File: src/rtl/fpu_cpx_rcv.sv
// fpu_cpx_rcv: receive endpoint for FPU result packets on the 145-bit CPX
// return bus. Registers each packet, checks its fixed fields, and buffers the
// decoded result in a first-word-fall-through FIFO for the core-side FP unit.
// Latency: packet at cycle N is visible at out_vld in cycle N+2 (empty FIFO).
// Backpressure: none toward the FPU; a packet that finds the FIFO full (with
// no pop that cycle) is dropped and sets sticky ovf_err. A malformed valid
// packet is dropped and sets sticky fmt_err. err_clr clears both; a set
// event in the same cycle wins.
// Ports: rclk/rst (async, active-high); cpx_fp_data in; out_vld/out_rdy plus
// decoded out_* fields toward the consumer; fifo_cnt occupancy; error flags.
// Optional: define FPU_CPX_RCV_AEXC_EN for per-thread accrued exceptions
// (aexc, cleared per thread by aexc_clr). Without it aexc is tied to 0.

module fpu_cpx_rcv #(
    parameter int DEPTH = 4,
    parameter int AW    = 2
) (
    input  logic          rclk,
    input  logic          rst,
    input  logic [144:0]  cpx_fp_data,
    input  logic          out_rdy,
    output logic          out_vld,
    output logic [1:0]    out_tid,
    output logic [4:0]    out_exc,
    output logic          out_fcmp,
    output logic [1:0]    out_cc,
    output logic [1:0]    out_fcc,
    output logic [63:0]   out_data,
    output logic [AW:0]   fifo_cnt,
    output logic          ovf_err,
    output logic          fmt_err,
    input  logic          err_clr,
    input  logic [3:0]    aexc_clr,
    output logic [19:0]   aexc
);

    typedef struct packed {
        logic [1:0]  tid;
        logic [4:0]  exc;
        logic        fcmp;
        logic [1:0]  cc;
        logic [1:0]  fcc;
        logic [63:0] data;
    } entry_t;

    localparam logic [AW:0] FULL_CNT = (AW+1)'(DEPTH);

    // Stage 1: plain register of the incoming packet.
    logic         s1_vld;
    logic [143:0] s1_pkt;

    always_ff @(posedge rclk or posedge rst) begin
        if (rst) begin
            s1_vld <= 1'b0;
            s1_pkt <= '0;
        end else begin
            s1_vld <= cpx_fp_data[144];
            s1_pkt <= cpx_fp_data[143:0];
        end
    end

    // Every field outside the result payload must hold its fixed value.
    logic fields_ok;
    logic well_formed;
    assign fields_ok = (s1_pkt[143:140] == 4'b1000) &&
                       (s1_pkt[139:136] == 4'b0000) &&
                       (s1_pkt[133:77]  == '0)      &&
                       (s1_pkt[71:70]   == 2'b00)   &&
                       !s1_pkt[64];
    assign well_formed = s1_vld && fields_ok;

    entry_t wr_entry;
    assign wr_entry = '{tid:  s1_pkt[135:134],
                        exc:  s1_pkt[76:72],
                        fcmp: s1_pkt[69],
                        cc:   s1_pkt[68:67],
                        fcc:  s1_pkt[66:65],
                        data: s1_pkt[63:0]};

    entry_t        mem [DEPTH];
    logic [AW-1:0] wr_ptr;
    logic [AW-1:0] rd_ptr;
    logic          full;
    logic          pop;
    logic          push;
    logic          ovf_set;
    logic          fmt_set;

    assign full    = (fifo_cnt == FULL_CNT);
    assign out_vld = (fifo_cnt != '0);
    assign pop     = out_vld && out_rdy;
    // A pop frees the head slot in the same edge, so a full FIFO still accepts.
    assign push    = well_formed && (!full || pop);
    assign ovf_set = well_formed && full && !pop;
    assign fmt_set = s1_vld && !fields_ok;

    // Storage is reset so the head fields read as zero out of reset.
    always_ff @(posedge rclk or posedge rst) begin
        if (rst) begin
            for (int i = 0; i < DEPTH; i++) begin
                mem[i] <= '0;
            end
        end else if (push) begin
            mem[wr_ptr] <= wr_entry;
        end
    end

    always_ff @(posedge rclk or posedge rst) begin
        if (rst) begin
            wr_ptr   <= '0;
            rd_ptr   <= '0;
            fifo_cnt <= '0;
            ovf_err  <= 1'b0;
            fmt_err  <= 1'b0;
        end else begin
            if (push) wr_ptr <= wr_ptr + 1'b1;
            if (pop)  rd_ptr <= rd_ptr + 1'b1;
            case ({push, pop})
                2'b10:   fifo_cnt <= fifo_cnt + 1'b1;
                2'b01:   fifo_cnt <= fifo_cnt - 1'b1;
                default: fifo_cnt <= fifo_cnt;
            endcase
            ovf_err <= ovf_set || (ovf_err && !err_clr);
            fmt_err <= fmt_set || (fmt_err && !err_clr);
        end
    end

    // First-word-fall-through: outputs come straight off the head entry.
    entry_t head;
    assign head     = mem[rd_ptr];
    assign out_tid  = head.tid;
    assign out_exc  = head.exc;
    assign out_fcmp = head.fcmp;
    assign out_cc   = head.cc;
    assign out_fcc  = head.fcc;
    assign out_data = head.data;

`ifdef FPU_CPX_RCV_AEXC_EN
    // Clear applies first, so a write in the same cycle leaves just its exc.
    always_ff @(posedge rclk or posedge rst) begin
        if (rst) begin
            aexc <= '0;
        end else begin
            for (int t = 0; t < 4; t++) begin
                if (push && (wr_entry.tid == 2'(t))) begin
                    aexc[5*t +: 5] <= (aexc_clr[t] ? 5'd0 : aexc[5*t +: 5]) | wr_entry.exc;
                end else if (aexc_clr[t]) begin
                    aexc[5*t +: 5] <= 5'd0;
                end
            end
        end
    end
`else
    logic unused_aexc_clr;
    assign unused_aexc_clr = ^aexc_clr;
    assign aexc = '0;
`endif

endmodule

File: config.mk
export PLATFORM = sky130hd
export DESIGN_NAME = fpu_cpx_rcv
export DESIGN_NICKNAME = d
export VERILOG_FILES = /design/src/rtl/fpu_cpx_rcv.sv
export SDC_FILE = /design/constraint.sdc
export NUM_CORES = 1
export LEC_CHECK = 0
export BUFFER_PORTS_ARGS = -buffer_cell sky130_fd_sc_hd__buf_2
export CORE_MARGIN = 2
export CORE_UTILIZATION = 59
export CTS_BUF_LIST = sky130_fd_sc_hd__clkbuf_2 sky130_fd_sc_hd__clkbuf_4 sky130_fd_sc_hd__clkbuf_8
export CTS_CLUSTER_SIZE = 8
export DETAILED_ROUTE_END_ITERATION = 16
export PLACE_DENSITY = 0.82
export SYNTH_ARGS = -nofsm -noshare
export SYNTH_HDL_FRONTEND = slang
export SYNTH_SLANG_ARGS = --single-unit
File: constraint.sdc
create_clock -name rclk -period 17.5 [get_ports rclk]
set_input_delay 2.625 -clock rclk [delete_from_list [all_inputs] [get_ports rclk]]
set_output_delay 2.625 -clock rclk [all_outputs]
set_load 0.05 [all_outputs]
* Word level (Yosys, flattened, before mapping)
Index checks and enable logic that the tools add are counted.
** Storage, ports and cells
- Word-level logic and storage cells :: 77
- Bits in registers :: 458
- Input bits :: 153
** Operators by class
- Mux-type cells :: 7
- Order comparisons :: 3
- Reduce and logical (&&, ||, !) cells :: 26
- Bitwise operators :: 2
- Eq/ne operators :: 4
- $add $sub $neg :: 4
** Operator list (number)
- bitwise mux 304 bit :: 1
- 2-to-1 mux 76 bit :: 3
- binary-select mux 76 bit (select 2 bit) :: 1
- demux 76 bit (select 2 bit) :: 1
- zero test 57 bit :: 1
- logical AND 1 bit :: 13
- greater-or-equal comparator 3 bit, second input constant :: 2
- inverter 2 -> 3 bit :: 2
- case mux 3 bit (2 select lines) :: 1
- zero test 1 bit :: 5
- adder 2 x 1 -> 2 bit, second input constant :: 2
- == test 4 bit, second input constant :: 1
- zero test 4 bit :: 1
- adder 3 x 1 -> 3 bit, second input constant :: 1
- == test 3 bit, second input constant :: 1
- logical OR 1 bit :: 3
- less-than comparator 3 x 1 -> 1 bit, second input constant :: 1
- nonzero test 3 bit :: 1
- subtractor 3 x 1 -> 3 bit, second input constant :: 1
- == test 2 x 1 -> 1 bit, second input constant :: 1
- == test 2 bit, second input constant :: 1
- zero test 2 bit :: 1
- nonzero test 2 bit :: 1

* Logic depth before layout (Yosys ltp)
Gate-level depths: netlist of run 1.
- Word-level depth :: 9
- Mapped depth :: 11
- Depth with buffers taken out :: 10

* Worst setup path before layout of run 1
Ideal clock, no wire load.
- Path kind :: input port to flip-flop
- From :: input out_rdy
- To :: register fifo_cnt[2]
- Arrival time :: 4.431 ns
- Path slack :: 12.987 ns
- Stages on the path :: 9
- Data required time :: 17.418 ns
- Cells stage by stage :: or4b_2 > clkbuf_1 > nand4_1 > ha_1 > inv_1 > fa_1 > xor2_1 > nor2_1 > xor2_1
** Between the ends
- Word-level cells in the longest chain between the ends :: 5
- Elaborated cells between the ends (all ways) :: 7
- Classes of those cells :: 2 x eq/ne; 1 x mux; 4 x reduce/logical
** Ends and longest elaborated chain
- start, declared :: line 21 : input logic out_rdy,
- logical AND 1 bit * :: line 91 : assign pop = out_vld && out_rdy;
- logical OR 1 bit :: line 93 : assign push = well_formed && (!full || pop);
- logical AND 1 bit :: line 93
- == test 2 x 1 -> 1 bit or == test 2 bit (tied branches) :: line 118 : case ({push, pop})
- case mux 3 bit (2 select lines) or nonzero test 2 bit (tied branches)
- end signal, assigned :: line 119 : 2'b10: fifo_cnt <= fifo_cnt + 1'b1;
- end signal, assigned :: line 120 : 2'b01: fifo_cnt <= fifo_cnt - 1'b1;
- end signal, assigned :: line 121 : default: fifo_cnt <= fifo_cnt;
- end, declared :: line 29 : output logic [AW:0] fifo_cnt,
Mark *: on every way between the ends. The rest lies on a longest branch, timed or not.
A chain may end at the register's enable or synchronous reset.

* Worst setup path after layout of run 1
- From :: register rd_ptr[1]
- To :: output out_exc[1]
** Between the ends
- Word-level cells in the longest chain between the ends :: 4
** Ends and longest elaborated chain
- start, declared :: line 82 : logic [AW-1:0] rd_ptr;
- start signal, assigned :: line 117 : if (pop) rd_ptr <= rd_ptr + 1'b1;
- inverter 2 -> 3 bit (implied by the code) :: line 130 : assign head = mem[rd_ptr];
- binary-select mux 76 bit (select 2 bit) :: line 130
- 2-to-1 mux 76 bit (implied by the code) (2 in series) :: line 130
- end, declared :: line 24 : output logic [4:0] out_exc,
No other way between the ends. The select of a mux whose other input is x is not followed.

==> results of run 1 <==
==> per-layer routing <==
layer	track usage	wire length [um]
met4	0.0698	743
met5	0	14
met2	0.352	16500
met1	0.291	14100
met3	0.0530	1880
==> flip-flops by register name (all words and copies together) (netlist names) <==
register and flops:
fifo_cnt 3, fmt_err 1, mem 304, ovf_err 1
rd_ptr 2, s1_pkt 144, s1_vld 1, wr_ptr 2
==> stage by stage <==
step	util	std cells	power (mW)	instance area [um2]
finish	0.686	1677	2.26	20800
floorplan	-	996	1.32	18100
detailed placement	0.639	1559	1.39	19400
global route	0.686	1676	2.36	20800
CTS	0.686	1675	2.29	20800
global placement	0.639	1559	1.38	19400
==> synthesized netlist by cell type (all sizes together) <==
library cell    n  area [um2]
inv             9        33.8
nand3           5        45.0
nor4b           2        17.5
and2            1        6.26
or3             1        6.26
xnor2           3        26.3
nand2           4        15.0
mux4           76        1710
and3            4        25.0
xor2            3        26.3
conb            1        3.75
ha              5        62.6
and4            1        8.76
nand4           4        25.0
o2bb2ai         1        8.76
clkbuf         15        56.3
fa              1        20.0
dfrtp         458       11500
buf            57         439
or4b            1        10.0
nor4           17         121
mux2          305        3880
mux2i           1        10.0
a22o            1        8.76
nor2            1        3.75
==> worst max-delay path by stage <==
stage	from	end
2_1_floorplan	rst	fifo_cnt[0]$_DFFE_PP0P_
3_3_place_gp	out_rdy	mem[72]$_DFFE_PP0P_
3_5_place_dp	out_rdy	mem[72]$_DFFE_PP0P_
4_1_cts	rd_ptr[1]$_DFFE_PP0P_	out_exc[1]
5_1_grt	rd_ptr[1]$_DFFE_PP0P_	out_exc[1]
6_report	rd_ptr[1]$_DFFE_PP0P_	out_exc[1]
==> worst register-to-register path, delay by kind of cell (launching register included) <==
family | cells | cell delay [ps]
buffers and inverters | 1 | 700
DFF | 1 | 360
muxes | 1 | 380
and+or+nand+nor | 4 | 2070
==> area by class of cell <==
| class | instances | area (um2) | area share |
|---|---|---|---|
| well taps | 396 | 495 | 0.0238 |
| multi-input cells | 457 | 6150 | 0.295 |
| diodes | 2 | 5.00 | 0.000240 |
| repair buffers | 239 | 1230 | 0.0591 |
| clock buffers | 109 | 1360 | 0.0651 |
| clock inverters | 7 | 81.3 | 0.00390 |
| inverters | 9 | 41.3 | 0.00198 |
| flip-flops and latches | 458 | 11500 | 0.551 |
==> cells by family (layout without fill, tap and decap cells) <==
group	Yosys count	after routing	synth area share
compound gates	2	2	0.000971
xor+xnor	6	6	0.00291
fa+ha+maj	6	6	0.00458
buf+inv	81	364	0.0293
flops	458	458	0.635
mux	382	382	0.311
other cells	1	22	0.000208
simple gates	41	41	0.0157
==> power groups by stage <==
stage | Clock (mW) | Sequential [mW] | Combinational [mW]
finish | 0.896 | 1.15 | 0.212
global route | 0.974 | 1.16 | 0.227
CTS | 0.924 | 1.15 | 0.216
detailed placement | 0 | 1.17 | 0.216
global placement | 0 | 1.17 | 0.215
floorplan | 0 | 1.13 | 0.190
==> metrics.md, run 1 <==
| Metric | Value |
|---|---|
| Worst r2r src | `s1_pkt[87]$_DFF_PP0_` |
| Startpoint Class | `register` |
| Vias post-DR | `9154` |
| Final wirelength | `33200 um` |
| Skew final | `22.3 ps` |
| FMAX | `176 MHz` |
| LEAKAGE | `10.9 nW` |
| Sequential element share of the synthesized area | `0.635` |
| Critical Path Stages | `3` |
| R2R setup slack | `13860 ps` |
| Hold path depth | `1` |
| Post-Place Worst Slack | `11900 ps` |
| Int Pwr | `1.69 mW` |
| Largest net degree at the start of global routing | `165` |
| PwrDens | `108 nW/um2` |
| CTS clk-pin slew, worst paths | `60 ps` |
| Site Rows | `64` |
| Synth Cell Area | `18000 um2` |
| Hold Slack | `483 ps` |
| Routability cong. | `0.710` |
| Commonest non-fill, non-tap cell in the layout | `dfrtp_1` |
| YS warnings | `0` |
| Worst rel slew slack | `0.284` |
| Crit path buffers/inverters | `2` |
| Post-route DRC violation count | `0` |
| Data arrival, critical path | `3070 ps` |
| I/O pin total | `255` |
| Port bufs | `230` |
| Final worst slack | `11810 ps` |
| Peak VDD IR | `78.3 uV` |
| Die area | `32000 um2` |
| Sequential share of power | `0.509` |
| Clock Root Buffer | `clkbuf_8` |
| GRT overflow | `0` |
| WHS Endpoint | `mem[201]$_DFFE_PP0P_` |
| Starting density of the core | `0.594` |
| Number of global-route vias before repair | `10045` |
| NumNets Final | `1397` |
| Die Y | `179 um` |
| Avg Inst Size Synth | `18.5 um2` |
| Status | `finished clean` |
| MaxCap Viol Count | `0` |
| Total negative slack | `0 ps` |
| DP HPWL | `20000 um` |
| Core ar. | `30300 um2` |
| Critical Path Slowest Stage Cell | `dfrtp_4` |
| Final setup fails | `0` |
| Most frequent cells in the layout | `dfrtp_1 (456), buf_2 (230), mux2_2 (149), mux2_4 (120), clkbuf_8 (86)` |
| Final Hold Viols | `0` |
| CP Class | `register to primary output` |
| CP Data Required Time | `14880 ps` |
| First-pass GRT wire length | `53400 um` |
| GR Util All Layers | `0.216` |
| Fin crit share | `0.325` |
| Comb power frac | `0.094` |
| Via density | `5.46` |
| Worst skew pair latency | `570 ps` |
| Slew of the pin with the lowest slew margin | `1070 ps` |
| Clock buffer depth | `3` |
| Setup bufs post-CTS | `0` |
| Sinks on Clock Net | `458` |
| Antenna violations before repair | `3` |
| Clock power share | `0.397` |
| Worst-path fanout max | `42` |
| Post-cts sizing count | `0` |
| Detailed Routing Iterations Pass 1 | `4` |
| Max Slew Vio Count | `0` |
| R2R Path End | `mem[68]$_DFFE_PP0P_` |
| Psw | `0.570 mW` |
| Crit path largest cell delay | `920 ps` |
| CTS tree | `built` |
| Filler cells | `1937` |
| CP cell instances | `buf_4 -> mux4_2 -> buf_2` |
| WL per Instance | `19.8 um` |
| Chip width | `179 um` |
| Switching Share | `0.253` |
| H-Tree Depth | `3` |
| Synth cell types | `32` |
| Layout cells sized above 1 | `0.554` |
| Area Growth Syn to Fin | `15.5%` |
| RSZ-0062 raised after global routing | `no` |
| Num CTS Buffers | `73` |
| Worst path top cell family by delay | `buffers and inverters` |
| Critical Path End Type | `primary output` |
| Worst hold path type | `register to register` |
| First DRT Iteration DRCs | `405` |
| Post-route minimum period | `5690 ps` |
| Syn Inst Count | `977` |
| Antenna viol nets, final | `0` |
| Synth Register Bits | `458` |
| Hold-fix buffers, CTS | `0` |
| Worst hold start | `mem[201]$_DFFE_PP0P_` |
| R2R depth | `6` |
Power figures use the tool's default switching activity.
==> run 2: changes to the inputs <==
--- a/config.mk
+++ b/config.mk
@@ -5,13 +5,14 @@
 export SDC_FILE = /design/constraint.sdc
 export NUM_CORES = 1
 export LEC_CHECK = 0
+export ABC_AREA = 1
 export BUFFER_PORTS_ARGS = -buffer_cell sky130_fd_sc_hd__buf_2
 export CORE_MARGIN = 2
-export CORE_UTILIZATION = 59
+export CORE_UTILIZATION = 60
 export CTS_BUF_LIST = sky130_fd_sc_hd__clkbuf_2 sky130_fd_sc_hd__clkbuf_4 sky130_fd_sc_hd__clkbuf_8
 export CTS_CLUSTER_SIZE = 8
 export DETAILED_ROUTE_END_ITERATION = 16
-export PLACE_DENSITY = 0.82
+export PLACE_DENSITY = 0.83
 export SYNTH_ARGS = -nofsm -noshare
 export SYNTH_HDL_FRONTEND = slang
 export SYNTH_SLANG_ARGS = --single-unit
==> constraint.sdc (replaced) <==
create_clock -name rclk -period 5.8 [get_ports rclk]
set_input_delay 0.87 -clock rclk [delete_from_list [all_inputs] [get_ports rclk]]
set_output_delay 0.87 -clock rclk [all_outputs]
set_load 0.05 [all_outputs]
==> run 2 against run 1 <==
Via count is 74% higher. Combinational power grew to 16 times the previous value. Count of clock-buffer cells in the layout is 7 higher. Wire length is 47% higher. Flip-flop and latch count stayed put. Non-clock buffer count is 9 higher. Sequential power grew to 3.0 times the previous value. Largest cell class unchanged. Clock power grew to 3.1 times the previous value. Hold slack worse by 330 ps. Final area is 3.4% higher. Highest routed layer unchanged. Cell count is 59% higher.
==> metrics.md, run 2 <==
| Metric | Value |
|---|---|
| Status | `finished clean` |
| Site Rows | `65 (+1.6%)` |
| Largest net degree at the start of global routing | `268 (+62%)` |
| Vias post-DR | `15916 (+74%)` |
| Synth Register Bits | `458 (unchanged)` |
| Peak VDD IR | `304 uV (+290%)` |
| Post-synth ARST share | `1.00 (unchanged)` |
| Worst r2r src | `fifo_cnt[1]$_DFFE_PP0P_` |
| Avg Inst Size Synth | `9.18 um2 (-50%)` |
| YS warnings | `0 (unchanged)` |
| Slew of the pin with the lowest slew margin | `1200 ps (+125 ps)` |
| Post-cts sizing count | `0 (unchanged)` |
| Worst hold path type | `input port to asynchronous set/reset pin` |
| First-pass GRT wire length | `78800 um (+48%)` |
| Number of synthesized flops with an enable pin | `0 (unchanged)` |
| Port bufs | `230 (unchanged)` |
| H-Tree Depth | `3 (unchanged)` |
| Final Hold Viols | `0 (unchanged)` |
| MaxCap Viol Count | `0 (unchanged)` |
| CP Class | `register to primary output` |
| Hold Slack | `158 ps (-326 ps)` |
| Most frequent cells in the layout | `nand2_1 (633), dfrtp_1 (456), nand4_1 (306), buf_2 (230), nor2_1 (195)` |
| Die area | `33000 um2 (+3.3%)` |
| LEAKAGE | `11.3 nW (+3.5%)` |
| Biggest registers after layout | `mem (304), s1_pkt (144), fifo_cnt (3)` |
| CTS tree | `built` |
| Fin crit share | `0.762` |
| Layout Utilization | `0.688 (+0.00153)` |
| CP Data Required Time | `4930 ps (-9950 ps)` |
| Count leader, synth | `nand2_1` |
| Synth Cell Area | `19000 um2 (+5.1%)` |
| Critical Path Slowest Stage Cell | `inv_4` |
| Critical Path End Type | `primary output` |
| Sinks on Clock Net | `458 (unchanged)` |
| Core ar. | `31300 um2 (+3.2%)` |
| Die Y | `182 um (+1.6%)` |
| PwrDens | `449 nW/um2 (+310%)` |
| Post-route DRC violation count | `0 (unchanged)` |
| FMAX | `226 MHz` |
| Antenna violations before repair | `4 (+1)` |
| Setup bufs post-CTS | `0 (unchanged)` |
| Sequential element share of the synthesized area | `0.605 (-0.0309)` |
| Largest cells by area after synthesis | `dfrtp_1 (60%), nand2_1 (13%), nand4_1 (10%)` |
| Post-Place Worst Slack | `2110 ps (-9790 ps)` |
| Num CTS Buffers | `76 (+4.1%)` |
| Area Growth Syn to Fin | `13.6%` |
| Antenna viol nets, final | `0 (unchanged)` |
| GR Util All Layers | `0.297 (+0.0810)` |
| Final setup fails | `0 (unchanged)` |
| Worst-path fanout max | `113 (+170%)` |
| Synth area leader | `dfrtp_1` |
| Detailed Routing Iterations Pass 1 | `6 (+2)` |
| Synth cell count leaders | `nand2_1 (633), dfrtp_1 (458), nand4_1 (306)` |
| Crit path largest cell delay | `1000 ps (+80 ps)` |
| Total Power | `9.67 mW (+330%)` |
| Synth cell types | `22 (-31%)` |
| R2R Path End | `mem[300]$_DFFE_PP0P_` |
| Number of global-route vias before repair | `15434 (+54%)` |
| Data arrival, critical path | `3550 ps (+480 ps)` |
| Layout cells sized above 1 | `0.173 (-0.382)` |
| Final wirelength | `48600 um (+47%)` |
| WL per Instance | `18.3 um (-7.6%)` |
| Worst skew pair latency | `610 ps (+40 ps)` |
| DP HPWL | `24500 um (+23%)` |
| R2R setup slack | `2430 ps (-11430 ps)` |
| Starting density of the core | `0.605 (+0.0111)` |
| NumNets Final | `2365 (+69%)` |
| Critical path origin | `rd_ptr[0]$_DFFE_PP0P_` |
| R2R depth | `6 (unchanged)` |
| Placed cells | `2530 (+62%)` |
| Chip width | `182 um (+1.6%)` |
| Hold-fix buffers, CTS | `0 (unchanged)` |
| Routability cong. | `0.771 (+8.5%)` |
| I/O pin total | `255 (unchanged)` |
| Top cell type's share of synthesized area | `0.605 (-0.0309)` |
| First DRT Iteration DRCs | `1749 (+330%)` |
| Synth Flop Type | `dfrtp_1` |
| Clock Root Buffer | `clkbuf_8` |
| Worst rel slew slack | `0.200 (-0.0835)` |
| Commonest non-fill, non-tap cell in the layout | `nand2_1` |
| RSZ-0062 raised after global routing | `no` |
| Post-route minimum period | `4420 ps` |
| Clock buffer depth | `3 (unchanged)` |
| Skew final | `25.0 ps (+2.67 ps)` |
| Final worst slack | `1380 ps (-10430 ps)` |
| Largest Register | `mem` |
| Via density | `5.98 (+9.6%)` |
| Syn Inst Count | `2066 (+110%)` |
| Max FFs per register | `304 (unchanged)` |
| GRT overflow | `0 (unchanged)` |
| Worst setup path end | `out_data[26]` |
| Max Slew Vio Count | `0 (unchanged)` |
| Fin cells | `2660 (+59%)` |
| CP cell instances | `inv_4 -> buf_4 -> o21ai_0 -> o22ai_1 -> buf_2` |
| CTS clk-pin slew, worst paths | `60 ps (about the same)` |
| Startpoint Class | `register` |
-- run 2: cell types whose count changed after synthesis, moves of 105 or more --
| cell | change |
|---|---|
| clkbuf_1 | +105 |
| mux2_2 | -149 |
| mux2_4 | -120 |
| nand2_1 | +629 |
| nand4_1 | +302 |
| nor2_1 | +194 |
| o21ai_0 | +156 |
-- run 2: layer usage --
metal / global-route usage / vias up / share of wire
met5: 0 / - / 0.00027
met4: 0.135 / 2 / 0.033
met3: 0.0656 / 144 / 0.092
met2: 0.470 / 805 / 0.48
met1: 0.399 / 7692 / 0.40
li1: - / 7273 / -
-- run 2: critical path, delay by kind of cell (launching register included) --
family	cells	cell delay [ps]
AOI/OAI and AO/OA	2	380
buffers and inverters	3	1710
DFF	1	800
-- run 2: worst min-delay path by stage --
stage | startpoint | end | slack [ps]
2_1_floorplan | mem[100]$_DFFE_PP0P_ | mem[100]$_DFFE_PP0P_ | 440
5_1_grt | rst | s1_pkt[40]$_DFF_PP0_ | 150
3_3_place_gp | mem[159]$_DFFE_PP0P_ | mem[159]$_DFFE_PP0P_ | 450
4_1_cts | rst | s1_pkt[40]$_DFF_PP0_ | 130
6_report | rst | s1_pkt[40]$_DFF_PP0_ | 160
3_5_place_dp | mem[155]$_DFFE_PP0P_ | mem[155]$_DFFE_PP0P_ | 450
-- run 2: stage by stage --
stage	cell area (um2)	TNS [ps]
2_1_floorplan	19000	-580290
3_3_place_gp	20000	0
3_5_place_dp	20000	0
4_1_cts	21500	0
5_1_grt	21500	0
6_report	21500	0
-- run 2: final cells by class --
cell class | count | area, um2
clock inverter | 10 | 81.3
sequential | 458 | 11500
inverter | 14 | 58.8
timing repair buffer | 248 | 1340
fill | 2430 | 9780
antenna | 4 | 10.0
multi-input combinational | 1408 | 6650
clock buffer | 116 | 1430
tap | 402 | 503
-- run 2: report_power, final --
part / switching, mW / internal, mW / leakage, nW / total (mW)
clock network: 1.25 / 1.57 / 0.806 / 2.82
logic: 2.71 / 0.727 / 4.47 / 3.44
registers: 0.145 / 3.27 / 6.05 / 3.42
-- run 2: cells by family (layout without fill, tap and decap cells) --
family	after synthesis	count (layout)	share of synthesized area
buffers and inverters	219	388	0.0542
AO/OA/AOI/OAI	234	234	0.0668
AND/OR/NAND/NOR	1144	1144	0.268
adder cells (fa/ha/maj)	6	6	0.00436
other	1	24	0.000198
flip-flops	458	458	0.605
XOR/XNOR	4	4	0.00185
==> run 3: changes to the inputs <==
==> constraint.sdc (replaced) <==
create_clock -name rclk -period 4.4 [get_ports rclk]
set_input_delay 0.66 -clock rclk [delete_from_list [all_inputs] [get_ports rclk]]
set_output_delay 0.66 -clock rclk [all_outputs]
set_load 0.05 [all_outputs]
==> run 3 against run 2 <==
Count of clock-buffer cells in the layout shrank 3. Core utilization rose by 0.43 points. Clock skew is 2.5 ps higher. Combinational power up 33%. Cell count up 0.26%. Non-clock buffer count up 9. First-iteration DRC count up 10%. Sequential power up 32%. Power rose by 32%. Via count up 1.1%. Clock power grew 32%. Critical endpoint is now out_data[33].
==> metrics.md, run 3 (same netlist as run 2, synthesis figures left out) <==
| Metric | Value |
|---|---|
| Status | `finished clean` |
| GR Util All Layers | `0.303 (+0.00542)` |
| Via density | `6.03 (+0.85%)` |
| Routability cong. | `0.772 (+0.16%)` |
| GRT overflow | `0 (unchanged)` |
| CTS tree | `built` |
| Hold Slack | `97.3 ps (-60.3 ps)` |
| FMAX | `260 MHz` |
| Data arrival, critical path | `3190 ps (-360 ps)` |
| Detailed Routing Iterations Pass 1 | `5 (-1)` |
| Startpoint Class | `register` |
| Sinks on Clock Net | `458 (unchanged)` |
| Worst-path fanout max | `80 (-29%)` |
| NumNets Final | `2373 (+0.34%)` |
| CP Class | `register to primary output` |
| Max FFs per register | `304 (unchanged)` |
| Worst rel slew slack | `0.265 (+0.0649)` |
| Final worst slack | `553 ps (-829 ps)` |
| Final Hold Viols | `0 (unchanged)` |
| CP Data Required Time | `3740 ps (-1190 ps)` |
| Fin cells | `2667 (+0.26%)` |
| DP HPWL | `25900 um (+5.5%)` |
| Post-cts sizing count | `0 (unchanged)` |
| Number of global-route vias before repair | `15666 (+1.5%)` |
| Skew final | `27.5 ps (+2.52 ps)` |
| Slew of the pin with the lowest slew margin | `1100 ps (-97.4 ps)` |
| CTS clk-pin slew, worst paths | `60 ps (about the same)` |
| WL per Instance | `18.5 um (+1.4%)` |
| Clock buffer depth | `3 (unchanged)` |
| H-Tree Depth | `3 (unchanged)` |
| Vias post-DR | `16094 (+1.1%)` |
| Biggest registers after layout | `mem (304), s1_pkt (144), fifo_cnt (3)` |
| First DRT Iteration DRCs | `1928 (+10%)` |
| First-pass GRT wire length | `79600 um (+1.0%)` |
| Fin crit share | `0.874` |
| Critical Path End Type | `primary output` |
| Worst skew pair latency | `630 ps (+20 ps)` |
| Final setup fails | `0 (unchanged)` |
| Max Slew Vio Count | `0 (unchanged)` |
| Total negative slack | `0 ps (unchanged)` |
| PwrDens | `591 nW/um2 (+32%)` |
| I/O pin total | `255 (unchanged)` |
| Hold-fix buffers, CTS | `0 (unchanged)` |
| Starting density of the core | `0.605 (unchanged)` |
| Die area | `33000 um2 (unchanged)` |
| LEAKAGE | `11.4 nW (+0.44%)` |
| Largest Register | `mem` |
| Largest net degree at the start of global routing | `266 (-0.75%)` |
| Die Y | `182 um (unchanged)` |
| Antenna violations before repair | `5 (+1)` |
| Layout cells sized above 1 | `0.175 (+0.00220)` |
| Post-Place Worst Slack | `1270 ps (-842 ps)` |
| Core ar. | `31300 um2 (unchanged)` |
| RSZ-0062 raised after global routing | `no` |
| Clock Root Buffer | `clkbuf_8` |
| Final wirelength | `49400 um (+1.7%)` |
| Chip width | `182 um (unchanged)` |
| Placed cells | `2539 (+0.36%)` |
| Port bufs | `230 (unchanged)` |
| Setup bufs post-CTS | `0 (unchanged)` |
| Antenna viol nets, final | `0 (unchanged)` |
| Area Growth Syn to Fin | `14.3%` |
| Post-route minimum period | `3850 ps` |
| Site Rows | `65 (unchanged)` |
| Peak VDD IR | `364 uV (+20%)` |
| MaxCap Viol Count | `0 (unchanged)` |
| Num CTS Buffers | `75 (-1.3%)` |
| Post-route DRC violation count | `0 (unchanged)` |
| Filler cells | `2367 (-2.6%)` |
| Commonest non-fill, non-tap cell in the layout | `nand2_1` |
| Worst hold path type | `input port to asynchronous set/reset pin` |
| Most frequent cells in the layout | `nand2_1 (633), dfrtp_1 (456), nand4_1 (306), buf_2 (230), nor2_1 (195)` |
[run 3: path summary, 6_finish.rpt]
path / start / end / slack [ps] / cells past startpoint
min: rst / s1_pkt[41]$_DFF_PP0_ / 100 / 2
min reg2reg: mem[124]$_DFFE_PP0P_ / mem[124]$_DFFE_PP0P_ / 460 / 2
max reg2reg: s1_pkt[114]$_DFF_PP0_ / mem[168]$_DFFE_PP0P_ / 1590 / 10
max in group asynchronous: rst / mem[226]$_DFFE_PP0P_ / 3260 / 3
max: rd_ptr[0]$_DFFE_PP0P_ / out_data[33] / 550 / 5
min in group rclk: cpx_fp_data[35] / s1_pkt[35]$_DFF_PP0_ / 120 / 1
[run 3: routing by layer]
layer  vias up  global-route usage  wire length [um]
li1       7294                   -                 -
met1      7747               0.396             19100
met2       941               0.487             24000
met3       112              0.0700              4840
met4         0               0.139              1480
met5         -                   0                 0
[run 3: area by class of cell]
type,count,area (um2),share of cell area
antenna,5,12.5,0.000577
multi-input combinational,1408,6650,0.307
clock buffer,113,1410,0.0651
inverter,14,58.8,0.00271
tap,402,503,0.0232
clock inverter,10,87.6,0.00404
timing repair buffer,257,1480,0.0682
sequential,458,11500,0.529
[run 3: critical path, cell delays in order (launching register included)]
cell	delay (ps)
dfrtp_4	810
inv_4	530
buf_12	390
o21ai_0	140
o22ai_1	310
buf_2	330
[run 3: per-stage QoR]
stage               utilization  instance area, um2  power, mW
detailed placement        0.644               20200       9.10
CTS                       0.692               21700       12.8
finish                    0.692               21700       12.8
global placement          0.644               20200       9.05
global route              0.692               21700       13.3
floorplan                     -               19000       7.91
[run 3: report_power, final]
part           total [mW]  switching, mW  leakage, nW  internal (mW)
Combinational        4.58           3.60         4.54          0.980
Sequential           4.50          0.193         6.05           4.31
Clock                3.72           1.67        0.785           2.05
